**src/rtl/risc_pkg.sv**
```systemverilog
// Shared definitions for the multi-cycle RISC core front end:
// branch ops, instruction field positions and the fetch FSM states.
package risc_pkg;

  localparam logic [2:0] BR_NONE = 3'd0;
  localparam logic [2:0] BR_J    = 3'd1;
  localparam logic [2:0] BR_JR   = 3'd2;
  localparam logic [2:0] BR_BZ   = 3'd3;
  localparam logic [2:0] BR_BNZ  = 3'd4;
  localparam logic [2:0] BR_BPL  = 3'd5;
  localparam logic [2:0] BR_BMI  = 3'd6;
  localparam logic [2:0] BR_RETI = 3'd7;

  localparam int OPC_MSB = 31;
  localparam int OPC_LSB = 26;
  localparam int RS_MSB  = 25;
  localparam int RS_LSB  = 21;
  localparam int RT_MSB  = 20;
  localparam int RT_LSB  = 16;
  localparam int RD_MSB  = 15;
  localparam int RD_LSB  = 11;
  localparam int FN_MSB  = 4;
  localparam int FN_LSB  = 0;
  localparam int I16_MSB = 15;
  localparam int I26_MSB = 25;

  typedef logic [0:0] state_t;
  localparam state_t ST_FETCH = 1'b0;
  localparam state_t ST_HOLD  = 1'b1;

  // Word offsets scaled to bytes.
  function automatic logic [31:0] off16(
    input logic [15:0] i
  );
    return {{14{i[15]}}, i, 2'b00};
  endfunction

  function automatic logic [31:0] off26(
    input logic [25:0] i
  );
    return {{4{i[25]}}, i, 2'b00};
  endfunction

endpackage

```
**src/rtl/fetch_unit_if.sv**
```systemverilog
// Instruction-memory request/acknowledge bus.
// The fetch stage is the master; the memory is the slave.
interface fetch_unit_if;
  logic        imem_req;
  logic [31:0] imem_addr;
  logic        imem_ack;
  logic [31:0] imem_rdata;

  modport master (
    output imem_req,
    output imem_addr,
    input  imem_ack,
    input  imem_rdata
  );

  modport slave (
    input  imem_req,
    input  imem_addr,
    output imem_ack,
    output imem_rdata
  );
endinterface

```
**src/rtl/fetch_unit_branch_resolve.sv**
```systemverilog
// Next-PC resolution from brOp. RETI returns to epc only when
// FETCH_INT_EN is defined; otherwise it falls through to PC+4.
module branch_resolve
  import risc_pkg::*;
(
  input  logic [31:0] pc_i,
  input  logic [2:0]  br_op_i,
  input  logic [31:0] rs_val_i,
  input  logic [15:0] imm16_i,
  input  logic [25:0] imm26_i,
  input  logic [31:0] epc_i,
  output logic [31:0] next_pc_o
);

  logic [31:0] seq;
  logic        taken;

  assign seq = pc_i + 32'd4;

  always_comb begin
    taken     = 1'b0;
    next_pc_o = seq;
    case (br_op_i)
      BR_J:    next_pc_o = seq + off26(imm26_i);
      BR_JR:   next_pc_o = {rs_val_i[31:2], 2'b00};
      BR_BZ:   taken = (rs_val_i == 32'd0);
      BR_BNZ:  taken = (rs_val_i != 32'd0);
      BR_BPL:  taken = ~rs_val_i[31];
      BR_BMI:  taken = rs_val_i[31];
`ifdef FETCH_INT_EN
      BR_RETI: next_pc_o = epc_i;
`endif
      default: ;
    endcase
    if (taken) next_pc_o = seq + off16(imm16_i);
  end

`ifndef FETCH_INT_EN
  logic unused_epc;
  assign unused_epc = ^epc_i;
`endif

endmodule

```
**src/rtl/fetch_unit.sv**
```systemverilog
// Instruction-fetch stage: PC, imem handshake and held instruction.
// Interrupt vector/return logic is built only with FETCH_INT_EN.
module fetch_unit
  import risc_pkg::*;
#(
  parameter logic [31:0] RESET_PC   = 32'h0000_0000,
  parameter logic [31:0] INT_VECTOR = 32'h0000_0100
) (
  input  logic         clk,
  input  logic         rst,
  input  logic         INT,
  input  logic         updPC,
  input  logic [2:0]   brOp,
  input  logic [31:0]  rs_val,
  fetch_unit_if.master imem,
  output logic [31:0]  PC,
  output logic [31:0]  ins,
  output logic         ins_valid,
  output logic [5:0]   opcode,
  output logic [4:0]   rs,
  output logic [4:0]   rt,
  output logic [4:0]   rd,
  output logic [4:0]   func,
  output logic [15:0]  imm16,
  output logic [25:0]  imm26,
  output logic [31:0]  epc
);

  state_t      st_q, st_d;
  logic [31:0] pc_q, pc_d;
  logic [31:0] ins_q, ins_d;
  logic [31:0] next_pc;
  logic        in_fetch;
  logic        ack_take;
  logic        retire;
  logic        take_int;

  assign in_fetch = (st_q == ST_FETCH);
  assign ack_take = in_fetch & imem.imem_ack;
  assign retire   = ~in_fetch & updPC;

  // Request is gated by rst so it drops with no clock edge.
  assign imem.imem_req  = in_fetch & rst;
  assign imem.imem_addr = pc_q;

  assign PC        = pc_q;
  assign ins       = ins_q;
  assign ins_valid = ~in_fetch;
  assign opcode    = ins_q[OPC_MSB:OPC_LSB];
  assign rs        = ins_q[RS_MSB:RS_LSB];
  assign rt        = ins_q[RT_MSB:RT_LSB];
  assign rd        = ins_q[RD_MSB:RD_LSB];
  assign func      = ins_q[FN_MSB:FN_LSB];
  assign imm16     = ins_q[I16_MSB:0];
  assign imm26     = ins_q[I26_MSB:0];

  branch_resolve u_br (
    .pc_i      (pc_q),
    .br_op_i   (brOp),
    .rs_val_i  (rs_val),
    .imm16_i   (imm16),
    .imm26_i   (imm26),
    .epc_i     (epc),
    .next_pc_o (next_pc)
  );

  always_comb begin
    st_d  = st_q;
    pc_d  = pc_q;
    ins_d = ins_q;
    unique case (1'b1)
      ack_take: begin
        st_d  = ST_HOLD;
        ins_d = imem.imem_rdata;
      end
      retire: begin
        st_d = ST_FETCH;
        pc_d = take_int ? INT_VECTOR : next_pc;
      end
      default: ;
    endcase
  end

  always_ff @(posedge clk or negedge rst) begin
    if (!rst) begin
      st_q  <= ST_FETCH;
      pc_q  <= RESET_PC;
      ins_q <= '0;
    end else begin
      st_q  <= st_d;
      pc_q  <= pc_d;
      ins_q <= ins_d;
    end
  end

`ifdef FETCH_INT_EN
  logic        int_prev_q;
  logic        int_pend_q, int_pend_d;
  logic        int_mask_q, int_mask_d;
  logic [31:0] epc_q, epc_d;

  // Never vector on RETI itself; a pending request waits one retire.
  assign take_int = retire & int_pend_q & ~int_mask_q
                  & (brOp != BR_RETI);

  always_comb begin
    int_pend_d = (int_pend_q & ~take_int) | (INT & ~int_prev_q);
    int_mask_d = int_mask_q;
    epc_d      = epc_q;
    if (take_int) begin
      int_mask_d = 1'b1;
      epc_d      = next_pc;
    end else if (retire && brOp == BR_RETI) begin
      int_mask_d = 1'b0;
    end
  end

  always_ff @(posedge clk or negedge rst) begin
    if (!rst) begin
      int_prev_q <= 1'b0;
      int_pend_q <= 1'b0;
      int_mask_q <= 1'b0;
      epc_q      <= '0;
    end else begin
      int_prev_q <= INT;
      int_pend_q <= int_pend_d;
      int_mask_q <= int_mask_d;
      epc_q      <= epc_d;
    end
  end

  assign epc = epc_q;
`else
  logic unused_int;
  assign unused_int = INT;
  assign take_int   = 1'b0;
  assign epc        = '0;
`endif

endmodule

```
**src/flat_wrapper.sv**
```systemverilog
// flat-port wrapper written by rule: the top's interface ports become plain ports
module fetch_unit_flat import risc_pkg::*;
#(
  parameter logic [31:0] RESET_PC   = 32'h0000_0000,
  parameter logic [31:0] INT_VECTOR = 32'h0000_0100
)
  (clk, rst, INT, updPC, brOp, rs_val, PC, ins, ins_valid, opcode, rs, rt, rd, func, imm16, imm26, epc, imem_imem_req, imem_imem_addr, imem_imem_ack, imem_imem_rdata);
  fetch_unit_if imem_i ();
  input  logic clk;
  input  logic rst;
  input  logic INT;
  input  logic updPC;
  input  logic [2:0] brOp;
  input  logic [31:0] rs_val;
  output logic [31:0] PC;
  output logic [31:0] ins;
  output logic ins_valid;
  output logic [5:0] opcode;
  output logic [4:0] rs;
  output logic [4:0] rt;
  output logic [4:0] rd;
  output logic [4:0] func;
  output logic [15:0] imm16;
  output logic [25:0] imm26;
  output logic [31:0] epc;
  output wire logic [$bits(imem_i.imem_req)-1:0] imem_imem_req;
  output wire logic [$bits(imem_i.imem_addr)-1:0] imem_imem_addr;
  input wire logic [$bits(imem_i.imem_ack)-1:0] imem_imem_ack;
  input wire logic [$bits(imem_i.imem_rdata)-1:0] imem_imem_rdata;
  assign imem_imem_req = imem_i.imem_req;
  assign imem_imem_addr = imem_i.imem_addr;
  assign imem_i.imem_ack = imem_imem_ack;
  assign imem_i.imem_rdata = imem_imem_rdata;
  fetch_unit #(.RESET_PC(RESET_PC), .INT_VECTOR(INT_VECTOR)) u_core (.clk(clk), .rst(rst), .INT(INT), .updPC(updPC), .brOp(brOp), .rs_val(rs_val), .imem(imem_i), .PC(PC), .ins(ins), .ins_valid(ins_valid), .opcode(opcode), .rs(rs), .rt(rt), .rd(rd), .func(func), .imm16(imm16), .imm26(imm26), .epc(epc));
endmodule
```
**config.mk**
```make
export PLATFORM = sky130hd
export DESIGN_NAME = fetch_unit_flat
export DESIGN_NICKNAME = d
export VERILOG_FILES = /design/src/rtl/risc_pkg.sv /design/src/rtl/fetch_unit_if.sv /design/src/rtl/fetch_unit_branch_resolve.sv /design/src/rtl/fetch_unit.sv /design/src/flat_wrapper.sv
export SDC_FILE = /design/constraint.sdc
export NUM_CORES = 1
export LEC_CHECK = 0
export CAP_MARGIN = 20
export CORE_MARGIN = 5
export CORE_UTILIZATION = 45
export DETAILED_ROUTE_END_ITERATION = 7
export PLACE_DENSITY = 0.82
export SLEW_MARGIN = 20
export SYNTH_ARGS = -nofsm -noshare
export SYNTH_HDL_FRONTEND = slang
export SYNTH_SLANG_ARGS = --single-unit
```
**constraint.sdc**
```tcl
create_clock -name clk -period 10.85 [get_ports clk]
set_input_delay 2.17 -clock clk [delete_from_list [all_inputs] [get_ports clk]]
set_output_delay 2.17 -clock clk [all_outputs]
set_load 0.01 [all_outputs]
```
== Word level (Yosys, flattened, before mapping) ==
Index checks and enable logic that the tools add are counted.

* Bits in read-only memories: 0
* Output and inout bits: 198
* Register bits: 65
* Input port bits: 72
* Memories kept: 0
* Logic and storage cells: 24
* Latch bits: 0
* Memory bits (writable): 0

* Multiplexer cells: 4
* Eq/ne operators: 6
* Order comparisons: 0
* Reduce and logical (&&, ||, !) cells: 3
* Bitwise gates (word level): 5
* Divide/modulo/power cells: 0
* Shift operators: 0
* $mul: 0
* Add/subtract/negate cells: 3

{| class="wikitable"
|+ Operator list
! cell !! count
|-
| $add A32 B32 Y32 || 2
|-
| $pmux W32 S2 || 1
|-
| $add A32 B3 Y32 const B || 1
|-
| $logic_not A32 Y1 || 1
|-
| $mux W32 || 1
|-
| $reduce_bool A32 Y1 || 1
|-
| $eq A3 B3 Y1 const B || 3
|-
| $eq A3 B2 Y1 const B || 2
|-
| $pmux W1 S4 || 1
|-
| $and A1 B1 Y1 || 3
|-
| $eq A3 B1 Y1 const B || 1
|-
| $not A1 Y1 || 2
|-
| $pmux W1 S2 || 1
|-
| $reduce_bool A2 Y1 || 1
|}

== Depth between registers and ports, before layout ==
Gate-level depths: netlist (run 1).

* Word-level depth: 4
* Gate-level depth with buffers: 17
* Depth with buffers taken out: 17

== Hierarchy ==
From an unflattened synthesis (run 1), not the netlist that was laid out.

* Cell total of the unflattened synthesis: 939
* Area total of the unflattened synthesis: 8220.4 µm²

{| class="wikitable"
|+ By module, submodules not included
! module !! area each (µm²) !! sequential area each (µm²) !! instances !! cells an instance
|-
| branch_resolve || 4633.2 || 0.0 || 1 || 666
|-
| fetch_unit || 3587.2 || 1626.6 || 1 || 273
|}

== Least setup slack after synthesis (run 1) ==
OpenSTA, ideal clock, no wires.

* Path kind: input port to output port
* Start: in rst
* End: out imem_imem_req
* Path buffers: 0
* Stages on the path: 1
* Slack: 6.313 ns
* Data arrival time: 2.367 ns
* Required time: 8.680 ns
* Cell sequence: nor2b_1

* Longest elaborated chain between the ends: 1

{| class="wikitable"
|+ Ends and longest elaborated chain
! element !! line !! source
|-
| start, declared || flat_wrapper.sv:10 || <nowiki>input logic rst;</nowiki>
|-
| $and A1 B1 Y1 || fetch_unit.sv:43 || <nowiki>assign imem.imem_req = in_fetch & rst;</nowiki>
|-
| end, declared || flat_wrapper.sv:26 || <nowiki>output wire logic [$bits(imem_i.imem_req)-1:0] imem_imem_req;</nowiki>
|}

Every way passes these cells.

== Final worst setup path (run 1) ==
Same ends and word-level chain as after synthesis.

==> results.tsv, run 1 <==
metric	value	unit
drc	0	
post_cts_resized	0	
grtUsageMet2	37.2	%
insertion_delay	0.34	ns
worstPathRequired	8.68	ns
synth-seq-cells	63	
period_share	54.1	%
synth_flop_cell	dfrtp_1	
synthArstFlopShare	100	%
rrSetupSlack	6.03	ns
final_cell_mix	clkdlybuf4s50_1 (231), nand2_1 (64), dfrtp_1 (63), a21oi_1 (55), nor2_1 (49)	
r2r_cells	16	
peakVddDrop	0.000106	V
cp.arrival	3.70	ns
critPathKind	in2out	
track_usage	23.8	%
endpoint_kind	primary output	
ys_warn_count	0	
max_cap_violations	0	
die_area	17800	um^2
grt_pass1_vias	6432	
syn_area_per_cell	8.34	um^2
area_growth	28.7	%
p_per_area	296	nW/um^2
drt-initial-drc-count	605	
endpoint	imem_imem_req	
max_freq	0.170	GHz
fin_tns_setup	0	ns
clock_sinks	63	
core.rowCount	45	
fp.coreArea	15000	um^2
setup_violations	0	
clockRootBuffer	clkbuf_16	
reg2reg_to	u_core.PC[31]$_DFFE_PN0P_	
finalCriticalPeriod	5.87	ns
place.gp.congestion	0.962	
port_buffers	232	
ys_seq_area_share	23.1	%
use_met3	4.53	%
insertedDiodeCount	0	
cts_tree	yes	
grt_overflow_total	0	
rsz0062_at_grt	false	
holdBufCountCts	0	
clock_skew	0.00492	ns
fp.dieW	133	um
hold_violations	0	
startpoint	rst	
avgViaCountPerCell	5.80	
final_common_cell	clkdlybuf4s50_1	
worstPathMaxFanout	64	
grt_first_pass_wirelength	34.3	mm
busiest_layer	met2	
hold_class	reg2reg	
antenna_found_initial	0	
cts_buffers	9	
grt_max_degree	65	
fp.dieH	133	um
start_util	45.5	%
syn_area	6840	um^2
ios	270	
gr-usage-met1	32.2	%
r2r-start	u_core.PC[18]$_DFFE_PN0P_	
slew_violations	0	
drtAntennaViolNets	0	
totalWireLength	21.9	mm
ys_types	74	
fillCellCount	1340	
startpoint_type	input port	
layout.nets	1063	
synth_enable_flop_cells	0	
clockBufferDepth	2	
drive_gt1_share	7.48	%
htree_levels	3	
cts_setup_buffers	0	
final_core_util	58.5	%
relSlewSlack	26.6	%
cts.clk_slew.worst_paths	0.05	ns
outcome	finished, final reports clean	
dp_hpwl	16.5	mm
wire_per_inst	19.2	um
netlist_instances	820	
dr_total_vias	6589	
firstDrtPassIters	7	
worstMarginPinSlew	1.09	ns
p_leak	3.62	nW
-- how the worst min path moves through the flow --
| stage | startpoint | to | slack [ns] | cells after the start |
|---|---|---|---|---|
| 2_1_floorplan | u_core.ins[26]$_DFFE_PN0P_ | u_core.ins[26]$_DFFE_PN0P_ | 0.57 | 1 |
| 3_3_place_gp | u_core.ins[15]$_DFFE_PN0P_ | u_core.ins[15]$_DFFE_PN0P_ | 0.49 | 1 |
| 3_5_place_dp | u_core.ins[15]$_DFFE_PN0P_ | u_core.ins[15]$_DFFE_PN0P_ | 0.51 | 1 |
| 4_1_cts | u_core.ins[15]$_DFFE_PN0P_ | u_core.ins[15]$_DFFE_PN0P_ | 0.52 | 1 |
| 5_1_grt | u_core.ins[15]$_DFFE_PN0P_ | u_core.ins[15]$_DFFE_PN0P_ | 0.53 | 1 |
| 6_report | u_core.ins[15]$_DFFE_PN0P_ | u_core.ins[15]$_DFFE_PN0P_ | 0.51 | 1 |
-- cells by family (layout without fill, tap and decap cells) --
logic type               count (synthesis)  count (layout)  share of synthesized area [%]
AND/OR/NAND/NOR                        222             222                           16.2
AO/OA/AOI/OAI                          217             217                           21.8
buffers and inverters                  177             271                           17.1
flip-flops                              63              63                           23.1
XOR/XNOR                                59              59                           7.56
adder cells (fa/ha/maj)                 47              47                           8.71
multiplexers                            34              34                           5.55
other                                    1              36                         0.0549
-- registers in the layout, indices dropped and copies added, names as in the netlist --
| name | count |
|---|---|
| u_core.ins | 32 |
| u_core.PC | 30 |
| u_core.ins_valid | 1 |
-- power by group --
| group | total, mW | internal, mW | leakage (nW) | switching (mW) |
|---|---|---|---|---|
| sequential | 0.466 | 0.314 | 0.734 | 0.152 |
| combinational | 1.82 | 0.889 | 2.73 | 0.930 |
| clock | 0.321 | 0.213 | 0.160 | 0.108 |
| total | 2.61 | 1.42 | 3.62 | 1.19 |
-- critical path, stage by stage --
cell and delay, ns:
buf_2 0.07, buf_4 0.66, nor2b_1 0.22, clkdlybuf4s50_1 0.55
-- metrics by stage --
| stage | hold slack [ns] | std cells | worst slack [ns] | cell area, um^2 | total power, mW |
|---|---|---|---|---|---|
| 2_1_floorplan | 0.573 | 855 | 6.31 | 6970 | 1.73 |
| 3_3_place_gp | 0.494 | 1121 | 4.93 | 8470 | 2.23 |
| 3_5_place_dp | 0.509 | 1121 | 4.94 | 8470 | 2.25 |
| 4_1_cts | 0.520 | 1137 | 4.92 | 8790 | 2.59 |
| 5_1_grt | 0.530 | 1137 | 4.78 | 8800 | 2.79 |
| 6_report | 0.510 | 1137 | 4.98 | 8800 | 2.61 |
-- per-layer routing --
layer / vias to the layer above / part of all wire, %
li1: 3083 / -
met2: 387 / 45
met1: 3058 / 42
met3: 61 / 9.0
met5: - / 0
met4: 0 / 3.4
-- cell type report --
class,instances,area (um^2),area share [%]
tap,188,235,2.67
sequential,63,1580,17.9
clock inverter,3,65.1,0.740
inverter,18,67.6,0.768
multi-input combinational,615,4240,48.2
timing repair buffer,237,2350,26.8
clock buffer,13,260,2.96
-- cell usage after synthesis (all sizes together) (9+ instances only) --
master | instances | area (um^2)
xnor2 | 41 | 359
o21ai | 46 | 234
nor3 | 12 | 81.3
nor2 | 51 | 194
clkbuf | 24 | 90.1
nand4 | 9 | 56.3
mux2 | 31 | 349
nand3 | 27 | 140
a221oi | 19 | 173
ha | 46 | 576
a22oi | 10 | 75.1
xor2 | 18 | 158
nand2 | 65 | 244
inv | 18 | 67.6
a21o | 14 | 105
nor4 | 12 | 75.1
buf | 135 | 1010
dfrtp | 63 | 1580
nand2b | 9 | 56.3
a21oi | 55 | 275
No activity file was read; power rests on OpenSTA's default activity.
==> run 2: changes to the inputs <==
Clock period 10.85 ns to 6.1 ns, I/O delays scaled along.
==> run 2 against run 1 <==
Compared with the run above: sequential power increased by 79%; clock power increased by 64%; global-route usage decreased by 0.38 points; combinational power increased by 77%; clock skew about the same; largest cell class unchanged; largest power group unchanged; highest routed layer unchanged.
==> results.tsv, run 2 (synthesis gave the netlist of run 1 again) <==
metric	value	unit	change
outcome	finished, final reports clean		
track_usage	23.4	%	-0.38 points
ios	270		unchanged
finalCriticalPeriod	4.59	ns	
worstPathMaxFanout	6		-91%
dr_total_vias	6490		-1.5%
p_per_area	522	nW/um^2	+76%
holdBufCountCts	0		unchanged
fp.dieH	133	um	unchanged
cts_setup_buffers	0		unchanged
clockRootBuffer	clkbuf_16		
fp.dieW	133	um	unchanged
clockBufferDepth	2		unchanged
rsz0062_at_grt	false		
final_cell_mix	clkdlybuf4s50_1 (231), nand2_1 (64), dfrtp_1 (63), a21oi_1 (55), nor2_1 (49)		
firstDrtPassIters	7		unchanged
grt_first_pass_wirelength	33.8	mm	-1.4%
multi_input_area	4240	um^2	unchanged
post_cts_resized	0		unchanged
insertion_delay	0.34	ns	about the same
drive_gt1_share	7.59	%	+0.11 points
worstMarginPinSlew	1.07	ns	-0.0182 ns
critPathKind	reg2reg		
cp.arrival	4.84	ns	+1.14 ns
finalWorstSetupSlack	1.51	ns	-3.47 ns
drt-initial-drc-count	523		-14%
period_share	75.2	%	
peakVddDrop	0.000214	V	+100%
port_buffers	232		unchanged
clock_skew	0.00528	ns	+0.000355 ns
ff_latch_area	1580	um^2	unchanged
die_area	17800	um^2	unchanged
endpoint_kind	flip-flop		
max_freq	0.218	GHz	
grt_overflow_total	0		unchanged
final_cell_area	8780	um^2	-0.21%
start_util	45.5	%	unchanged
cts.clk_slew.worst_paths	0.06	ns	about the same
clock_sinks	63		unchanged
cts_tree	yes		
drc	0		unchanged
fin_tns_setup	0	ns	unchanged
insertedDiodeCount	0		unchanged
worstPathRequired	6.35	ns	-2.33 ns
largest_reg_flops	32		unchanged
core.rowCount	45		unchanged
antenna_found_initial	0		unchanged
avgViaCountPerCell	5.71		-1.5%
max_cap_violations	0		unchanged
min_path_cells	1		unchanged
htree_levels	3		unchanged
relSlewSlack	28.2	%	+1.6 points
dpl_cell_area	8480	um^2	about the same
wire_per_inst	18.9	um	-1.7%
grt_pass1_vias	6386		-0.72%
drtAntennaViolNets	0		unchanged
rrSetupSlack	1.51	ns	-4.52 ns
fillCellCount	1332		-0.60%
pre_cts_slack	1.34	ns	-3.60 ns
setup_violations	0		unchanged
layout.nets	1064		+0.094%
p_leak	3.61	nW	-0.28%
fp.coreArea	15000	um^2	unchanged
cts_buffers	9		unchanged
slew_violations	0		unchanged
final_common_cell	clkdlybuf4s50_1		
startpoint_type	flip-flop		
hold_class	reg2reg		
place.gp.congestion	0.953		-0.91%
r2r_cells	16		unchanged
totalWireLength	21.5	mm	-1.7%
hold_violations	0		unchanged
grt_max_degree	64		-1.5%
area_growth	28.4	%	
dp_hpwl	16.4	mm	-0.61%
==> run 2: cell count changes in the layout (fill, tap and decap cells not counted) <==
| cell | previous run | this run |
|---|---|---|
| buf_4 | 5 | 6 |
| clkbuf_1 | 2 | 1 |
| clkinvlp_4 | 0 | 1 |
| bufinv_16 | 2 | 1 |
==> run 2: critical path: stages (launching register included) <==
cell and delay [ns]:
dfrtp_1 0.51, nand3_1 0.14, nor2_1 0.22, nand3_1 0.25
nor4_1 0.62, nand2_1 0.15, xnor2_1 0.39, ha_1 0.38
a21oi_1 0.21, o21ai_0 0.14, a21o_1 0.20, a21oi_1 0.14
o21ai_0 0.12, a2111oi_0 0.44, nor3_1 0.18, xnor2_1 0.18
a211oi_2 0.23
==> run 2: stage by stage <==
stage / hold slack [ns] / util (%) / total power [mW] / cells
2_1_floorplan: 0.573 / - / 3.07 / 855
3_3_place_gp: 0.516 / 56.4 / 3.96 / 1122
3_5_place_dp: 0.526 / 56.4 / 4.00 / 1122
4_1_cts: 0.538 / 58.4 / 4.56 / 1137
5_1_grt: 0.561 / 58.4 / 4.92 / 1137
6_report: 0.531 / 58.4 / 4.58 / 1137
==> run 2: worst paths after layout <==
kind                                             from                          to
setup / recovery            u_core.PC[18]$_DFFE_PN0P_   u_core.PC[31]$_DFFE_PN0P_
hold / removal             u_core.ins[27]$_DFFE_PN0P_  u_core.ins[27]$_DFFE_PN0P_
setup reg to reg            u_core.PC[18]$_DFFE_PN0P_   u_core.PC[31]$_DFFE_PN0P_
hold reg to reg            u_core.ins[27]$_DFFE_PN0P_  u_core.ins[27]$_DFFE_PN0P_
max in group asynchronous                         rst   u_core.PC[29]$_DFFE_PN0P_
min in group asynchronous                         rst  u_core.ins[31]$_DFFE_PN0P_
==> run 2: metal layers <==
layer  vias up  global-route usage (%)  part of all wire [%]
li1       3073                       -                     -
met1      3054                    31.8                    43
met2       326                    37.8                    47
met3        37                    3.85                   8.0
met4         0                    8.11                   2.3
met5         -                       0                     0
==> run 2: power by group <==
part	switching [mW]	internal, mW
sequential	0.275	0.559
combinational	1.64	1.58
clock	0.192	0.336
==> run 2: cell type report <==
type | instances | share of cell area (%)
clock buffer | 12 | 2.92
timing repair buffer | 238 | 26.9
clock inverter | 3 | 0.485
sequential | 63 | 18.0
multi-input combinational | 615 | 48.3
tap | 188 | 2.68
inverter | 18 | 0.770
==> RTL change 1 (flow settings as in run 1) <==
Add a define of `FETCH_INT_EN`.
--- a/src/rtl/fetch_unit_branch_resolve.sv
+++ b/src/rtl/fetch_unit_branch_resolve.sv
@@ -1,4 +1,6 @@
 // Next-PC resolution from brOp. RETI returns to epc only when
 // FETCH_INT_EN is defined; otherwise it falls through to PC+4.
+`define FETCH_INT_EN
+
 module branch_resolve
   import risc_pkg::*;
Check against the original RTL: not equivalent (Yosys sat finds a counterexample within 4 cycles, from zero or initial values and one cycle with rst low).
==> RTL change 1 against run 1 <==
Sequential cell count increased by 37; final area increased by 29%; worst setup slack improved by 0.19 ns; synthesized area increased by 30%; wire length increased by 47%; final cell count increased by 29%; power increased by 29%; fmax increased by 3.3%.
==> RTL change 1: results (changes against run 1) <==
Inst Count DP=1,448 (+29%); Fin Hold WS=0.436 ns (-0.0733 ns); clk pwr=0.358 mW (+12%); worst reg-to-reg setup slack=5.92 ns (-0.11 ns); met2 routed WL=15.1 mm (+53%); first-pass GRT wire length=48.9 mm (+43%); Hold Path Sink=u_core.int_pend_q; cell class contributing the biggest share of worst-path delay=simple AND/OR/NAND/NOR gates; adder-cell share of the synthesized area=0.0684 (-0.0187); XOR/XNOR Fraction of Synth Area=0.0550 (-0.0206); clock-pin slew on the worst setup and hold paths=0.08 ns (+0.03 ns); post-layout net count=1,314 (+24%); status=completed; Iteration-0 DRC Markers=1,158 (+91%); capturing point of the worst reg2reg path=u_core.epc[25]; net load switching power=1.60 mW (+35%); Placer Congestion=1.05 (+8.8%); DR WL/cell=21.9 um (+14%); vias in the first global route=8,726 (+36%); WP data arrival=5.98 ns (+2.28 ns); Slew headroom=0.198 (-0.0677); placed wire-length estimate=24.5 mm (+48%); Synth cell types=77 (+4.1%); Lkg Pwr=4.60 nW (+27%); # port buffers=269 (+16%); largest stage delay on the critical path=0.77 ns (+0.11 ns); Clock power frac=0.107 (-0.016); largest cells by area after synthesis=dfrtp_1 (28%), buf_4 (8.4%), ha_1 (6.6%); worst-path fanout max=31 (-52%); post-synthesis mux area share=0.0578 (+0.00238); Global Route met2 Usage=0.447 (+0.0753); M3 GR Usage=0.0551 (+0.00977)
[RTL change 1: layout make-up]
cell class | count | area, um2 | area share
Tap cell | 265 | 332 | 0.0292
Inverter | 24 | 90.1 | 0.00794
Timing Repair Buffer | 279 | 2770 | 0.244
Sequential cell | 100 | 2500 | 0.221
Clock buffer | 9 | 225 | 0.0198
Multi-Input combinational cell | 780 | 5340 | 0.471
Clock inverter | 7 | 92.6 | 0.00816
[RTL change 1: how the worst max path moves through the flow]
stage                        from        endpoint  slack [ns]  cells after the start
after floorplan               rst   imem_imem_req        6.31                      1
after global placement    brOp[0]  u_core.epc[25]        5.11                      9
after detailed placement  brOp[0]   u_core.PC[17]        5.01                      8
after CTS                     rst   imem_imem_req        5.17                      3
after global routing      brOp[2]  u_core.epc[14]        4.94                      8
final                     brOp[2]  u_core.epc[14]        5.17                      8
==> RTL change 2 (flow settings as in run 1) <==
Without the edit above. Remove the case item `BR_J` of the case on `br_op_i`.
--- a/src/rtl/fetch_unit_branch_resolve.sv
+++ b/src/rtl/fetch_unit_branch_resolve.sv
@@ -22,5 +22,4 @@
     next_pc_o = seq;
     case (br_op_i)
-      BR_J:    next_pc_o = seq + off26(imm26_i);
       BR_JR:   next_pc_o = {rs_val_i[31:2], 2'b00};
       BR_BZ:   taken = (rs_val_i == 32'd0);
Function: changed (a bounded check fails within 4 cycles, from zero or initial values and one cycle with rst low).
==> RTL change 2 against run 1 <==
Via count is 13% lower; worst setup slack gained 0.025 ns; count of clock-buffer cells in the layout decreased by 4; sequential cell count is the same; highest routed layer unchanged; power down 15%; synthesized area shrank 8.1%; final area fell by 7.1%; wire length is 17% lower.
==> RTL change 2: results (changes against run 1) <==
placed wire-length estimate=14.0 mm (-15%); inverters=11 (-7); list of most frequent post-synthesis cells=buf_4 (134), dfrtp_1 (63), nor2_1 (55); fraction of area in registers=0.193 (+0.0138); Total GRT Usage=0.216 (-0.0216); Pre-antenna DRT Iters=5 (-2); peak ir drop on the vdd network=0.130 mV (+22%); drt via density=5.48 (-5.5%); multi-input logic area=3670 um2 (-13%); clock buf count=9 (-4); largest cells by area after synthesis=dfrtp_1 (25%), buf_4 (16%), ha_1 (7.4%); vias after detailed routing=5,713 (-13%); Final Skew=0.00869 ns (+0.00377 ns); layout cell share with drive strength beyond 1=0.0904 (+0.0156); nonclk buf count=236 (-0.42%); Placer Congestion=0.927 (-3.7%); Fillers=1,259 (-6.0%); pre-CTS worst setup slack=4.94 ns (+0.000210 ns); Iteration-0 DRC Markers=417 (-31%); Inst Count DP=1,027 (-8.4%); Layout clock area frac=0.0374 (+0.000387); final WL=18.2 mm (-17%); status=completed; Lkg Pwr=3.49 nW (-3.6%); Slew headroom=0.290 (+0.0242)
[RTL change 2: final timing paths]
| path | start | end | slack [ns] | depth (start not counted) |
|---|---|---|---|---|
| hold / removal | u_core.ins[31] | u_core.ins[31] | 0.54 | 1 |
| setup reg to reg | u_core.PC[2] | u_core.PC[29] | 6.43 | 14 |
| max in group asynchronous | rst | u_core.ins[0] | 8.26 | 2 |
| setup / recovery | rst | imem_imem_req | 5.01 | 4 |
| min in group asynchronous | rst | u_core.ins[31] | 2.03 | 2 |
| hold reg to reg | u_core.ins[31] | u_core.ins[31] | 0.54 | 1 |
[RTL change 2: routing by layer]
| layer | routed length (um) | global-route usage |
|---|---|---|
| met3 | 1360 | 0.0392 |
| met4 | 313 | 0.0662 |
| met2 | 8930 | 0.371 |
| met1 | 7630 | 0.277 |
| met5 | 0 | 0 |
[RTL change 2: metrics by stage]
step            util  power (mW)  instance area [um2]
6_report       0.593        2.21                 8170
5_1_grt        0.593        2.36                 8170
4_1_cts        0.593        2.21                 8170
3_5_place_dp   0.571        1.89                 7860
3_3_place_gp   0.571        1.87                 7860
2_1_floorplan      -        1.44                 6410
[RTL change 2: critical path: stages]
cell and delay [ns]:
buf_2 0.08, buf_4 0.66, nor2b_1 0.21, clkdlybuf4s50_1 0.54
[RTL change 2: logic make-up after synthesis]
group | Yosys count | synth area share
simple gates | 224 | 0.177
buf+inv | 176 | 0.187
compound gates | 138 | 0.148
flops | 63 | 0.251
mux | 52 | 0.0911
xor+xnor | 49 | 0.0683
fa+ha+maj | 38 | 0.0769
other cells | 1 | 0.000597
[RTL change 2: power breakdown]
group          leakage (nW)  switching, mW  internal, mW  total (mW)
logic                  2.58          0.697         0.738        1.43
registers             0.763          0.153         0.314       0.467
clock network         0.143          0.123         0.180       0.303
total                  3.49          0.973          1.23        2.21
